==> config.mk <==
export PLATFORM = sky130hd
export DESIGN_NAME = regbank_sb
export DESIGN_NICKNAME = d
export VERILOG_FILES = /design/src/rtl/regbank_sb.sv
export SDC_FILE = /design/constraint.sdc
export NUM_CORES = 2
export LEC_CHECK = 0
export BUFFER_PORTS_ARGS = -buffer_cell sky130_fd_sc_hd__buf_2
export CORE_MARGIN = 1
export CORE_UTILIZATION = 40
export DETAILED_ROUTE_END_ITERATION = 10
export PLACE_DENSITY = 0.61
export SLEW_MARGIN = 10
export SYNTH_ARGS = -nofsm -noshare
export SYNTH_HDL_FRONTEND = slang
export SYNTH_SLANG_ARGS = --single-unit
==> constraint.sdc <==
create_clock -name clk_i -period 46 [get_ports clk_i]
set_input_delay 2.3 -clock clk_i [delete_from_list [all_inputs] [get_ports clk_i]]
set_output_delay 2.3 -clock clk_i [all_outputs]
set_load 0.05 [all_outputs]
==> src/rtl/regbank_sb.sv <==
// Multi-read-port register bank with per-register pending (scoreboard) bits.
// Optional write-first forwarding on the read ports: define REGBANK_SB_BYPASS_EN.
module regbank_sb #(
   parameter  int NUMREGS   = 32,
   parameter  int DATAWIDTH = 32,
   parameter  int NUMRD     = 2,
   localparam int AW        = $clog2(NUMREGS)
) (
   input  logic                      clk_i,
   input  logic                      rst_i,
   input  logic [NUMRD-1:0]          re_i,
   input  logic [NUMRD*AW-1:0]       raddr_i,
   output logic [NUMRD*DATAWIDTH-1:0] rdata_o,
   output logic [NUMRD-1:0]          rbusy_o,
   input  logic                      we_i,
   input  logic [AW-1:0]             waddr_i,
   input  logic [DATAWIDTH-1:0]      wdata_i,
   input  logic                      alloc_i,
   input  logic [AW-1:0]             alloc_addr_i,
   output logic                      alloc_ready_o,
   output logic [NUMREGS-1:0]        busy_o
);

`ifdef REGBANK_SB_BYPASS_EN
   localparam bit BYPASS = 1'b1;
`else
   localparam bit BYPASS = 1'b0;
`endif

   logic [DATAWIDTH-1:0] bank [NUMREGS];
   logic [NUMREGS-1:0]   pending, pend_nxt;
   logic                 wr_ok, alloc_in, alloc_ok;

   assign wr_ok    = we_i && (waddr_i != '0) && (32'(waddr_i) < NUMREGS);
   assign alloc_in = (alloc_addr_i != '0) && (32'(alloc_addr_i) < NUMREGS);

   // Ready looks only at registered pending: no path from we_i.
   assign alloc_ready_o = !alloc_i || !alloc_in || !pending[alloc_addr_i];
   assign alloc_ok      = alloc_i && alloc_ready_o && alloc_in;

   // Set after clear so a same-cycle new producer keeps the register pending.
   always_comb begin
      pend_nxt = pending;
      if (wr_ok)    pend_nxt[waddr_i]      = 1'b0;
      if (alloc_ok) pend_nxt[alloc_addr_i] = 1'b1;
      pend_nxt[0] = 1'b0;
   end

   always_ff @(posedge clk_i or posedge rst_i) begin
      if (rst_i) pending <= '0;
      else       pending <= pend_nxt;
   end

   assign busy_o = pending;

   always_ff @(posedge clk_i or posedge rst_i) begin
      if (rst_i) begin
         for (int r = 0; r < NUMREGS; r++) bank[r] <= '0;
      end else if (wr_ok) begin
         bank[waddr_i] <= wdata_i;
      end
   end

   logic [DATAWIDTH-1:0] rdata_q [NUMRD];
   logic [NUMRD-1:0]     rbusy_q;

   for (genvar p = 0; p < NUMRD; p++) begin : g_rd
      logic [AW-1:0]        ra;
      logic                 ra_ok;
      logic [DATAWIDTH-1:0] rd_val;
      logic                 rb_val;

      assign ra    = raddr_i[p*AW +: AW];
      assign ra_ok = (ra != '0) && (32'(ra) < NUMREGS);

      always_comb begin
         rd_val = '0;
         rb_val = 1'b0;
         if (ra_ok) begin
            rb_val = pend_nxt[ra];
            if (BYPASS && wr_ok && (waddr_i == ra)) rd_val = wdata_i;
            else                                    rd_val = bank[ra];
         end
      end

      always_ff @(posedge clk_i or posedge rst_i) begin
         if (rst_i) begin
            rdata_q[p] <= '0;
            rbusy_q[p] <= 1'b0;
         end else if (re_i[p]) begin
            rdata_q[p] <= rd_val;
            rbusy_q[p] <= rb_val;
         end
      end

      assign rdata_o[p*DATAWIDTH +: DATAWIDTH] = rdata_q[p];
   end

   assign rbusy_o = rbusy_q;

endmodule
==> metrics.cfg <==
[outcome]
status=completed

[die]
core_um2=147700
rows=141
initial_core_util_pct=40.26
fp.dieW_um=387.5
io_pins=157
dieHeight_um=387.5
die_area_um2=150200

[grt]
use_met2_pct=42.10
antenna_found_initial=14
top_usage_layer=met2
use_met3_pct=3.919
grt_usage_pct=25.93
met1_usage_pct=34.63
grt_pass1_vias=41003
grt_first_pass_wirelength_um=288700
grt_max_degree=158
overflow=0

[worst_setup_path]
startpoint_type=primary input
worstPathMaxFanout=25
crit_type=primary input to primary output
reg2regPathDepth=8
crit_path_end_kind=primary output
r2r-start=busy_o[2]
startpoint=alloc_addr_i[0]
cp.required_ps=43700
arrival_ps=4770

[routing]
drt_pre_antenna_iters=5
ant_nets=0
drt_wl_total_um=196100
drcViolationCount=0
vias=40748
drt_iter0_drc=3819
viasPerCell=6.321
wire_per_inst_um=30.41

[clocking]
cts.sinks=1121
cts_max_path_buffers=3
clk_pin_slew_ps=70
h-tree-depth=3
cts-resized-gates=0
cts-root-buf=clkbuf_16
holdBufCountCts=0
cts_tree=yes
post-cts-setup-buffers=0
clk_latency_ps=730
numCtsBuffers=116

[finish]
drive_gt1_share_pct=39.94
register_area_um2=28050
multiInputGateArea_um2=29370
nNetsFinal=4476
final_util_pct=44.43
nFillCells=13141
area.growth.synth_to_final_pct=10.37

[sta]
slew_violations=0
fin_crit_sh_pct=15.37
post-route-min-period_ps=7072
tightest_slew_ps=1294
final.setup_skew_ps=39.76
slew_headroom_pct=13.51
rsz0062_at_grt=false
fin_tns_setup_ps=0
setup-violations-final=0
max_freq_ghz=0.1414
hold_viol_final=0

[synthesis]
synth_top_area_share_pct=47.19
synthMostInstantiatedCell=dfrtp_1
synth-main-ff-cell=dfrtp_1
yosysSeqAreaShare_pct=47.19
netlist_area_um2=59440
syn_avg_cell_area_um2=13.04
syn-num-nets=4616
syn_inst=4558
yosys_warnings=0
synth_top_cells_by_area=dfrtp_1 47%, mux2_2 20%, mux4_2 9.9%
synth_common_cells=1121 x dfrtp_1, 1062 x mux2_2, 459 x mux2i_1, 318 x clkbuf_1
yosys.cell_types.count=80
yosys_register_bits=1121
synth-async-reset-ratio_pct=100.0
yosys.area.top_type=dfrtp_1
synth-edff-count=0

[hold_path]
worstHoldPathType=flip-flop to flip-flop
whs_path_depth=0
hold_path_startpoint=bank[1022]

[pwr]
p_leak_uw=0.02896
power_density_nw_per_um2=44.70
peakVddDrop_mv=0.02914
p_sw_share_pct=29.46
p_comb_share_pct=21.3
switchingPower_uw=863.9
pwr-share-seq_pct=44.7
p_int_uw=2068
p_clk_share_pct=33.9

[placement]
port_buffers=155
place_congestion=0.8642
dpl.hpwl_um=101200

[run]
max_cap_viol_count=0

-- power groups by stage --
stage               logic (uW)  clock network (uW)  registers, uW
floorplan                  444                   0           1340
global placement           614                   0           1320
detailed placement         624                   0           1330
CTS                        625                1010           1310
global route               671                1050           1340
finish                     626                 995           1310
-- sequential cells by signal, summed over array words and instances, names as in the netlist --
name     flops
bank      1024
busy_o      31
rbusy_o      2
rdata_o     64
-- cells in the final DEF, fill, tap and decap left out, drive strengths merged, types with 8 or more instances in the layout --
cell    count
buf       231
nand3b      9
and3        9
clkinv     21
a21oi     261
mux2     1062
o21ai      83
mux4      261
nand3      12
nor2       88
inv        83
nand2      48
nand2b      8
nor3       73
bufinv     11
o221ai    190
mux2i     459
o22ai     200
clkbuf    178
dfrtp    1121
-- routing by layer --
metal  share of wire, %  up-vias
met4                4.3       10
li1                   -    17111
met5              0.030        -
met3                6.2      411
met1                 42    21695
met2                 48     1521
-- area by class of cell --
class,count,share of cell area (%)
antenna,4,0.01526
timing repair buffer,233,2.218
sequential,1121,42.76
clock inverter,36,0.7590
tap,1930,3.681
multi-input combinational,2863,44.77
clock buffer,176,5.311
inverter,83,0.4901
-- worst max-delay path, stage by stage --
cell and delay (ps):
buf_2 480, mux2i_1 250, nand2_1 100, a311oi_4 520, nand3_2 260, o311ai_0 500
buf_2 350
-- logic make-up (layout without fill, tap and decap cells) --
logic type                Yosys count  after routing  synth area share (%)
muxes                            1782           1782                 37.74
xor gates and xnor gates            2              2               0.02947
AOI/OAI and AO/OA                 788            788                 8.676
DFF                              1121           1121                 47.19
buffers and inverters             574            528                 3.871
other                               1              5              0.006309
and+or+nand+nor                   290            290                 2.488
-- metrics by stage --
step / hold slack, ps / total power, uW / instance area (um2) / worst slack (ps) / cells
floorplan: 448.8 / 1786 / 59440 / 12130 / 4558
global placement: 383.6 / 1930 / 61610 / 38960 / 6230
detailed placement: 388.1 / 1950 / 61610 / 38960 / 6230
CTS: 402.6 / 2943 / 65600 / 38980 / 6442
global route: 410.2 / 3056 / 65600 / 38840 / 6444
finish: 398.9 / 2932 / 65610 / 38930 / 6446
-- worst paths after layout --
| path | to | slack [ps] |
|---|---|---|
| worst max-delay path | alloc_ready_o | 38930 |
| worst min-delay path | bank[1022] | 400 |
| worst max register to register | rbusy_o[1] | 43500 |
| worst min register to register | bank[1022] | 400 |
| max in group asynchronous | bank[470] | 40260 |
| min in group asynchronous | bank[550] | 1760 |
No activity file was read; power rests on OpenSTA's default activity.
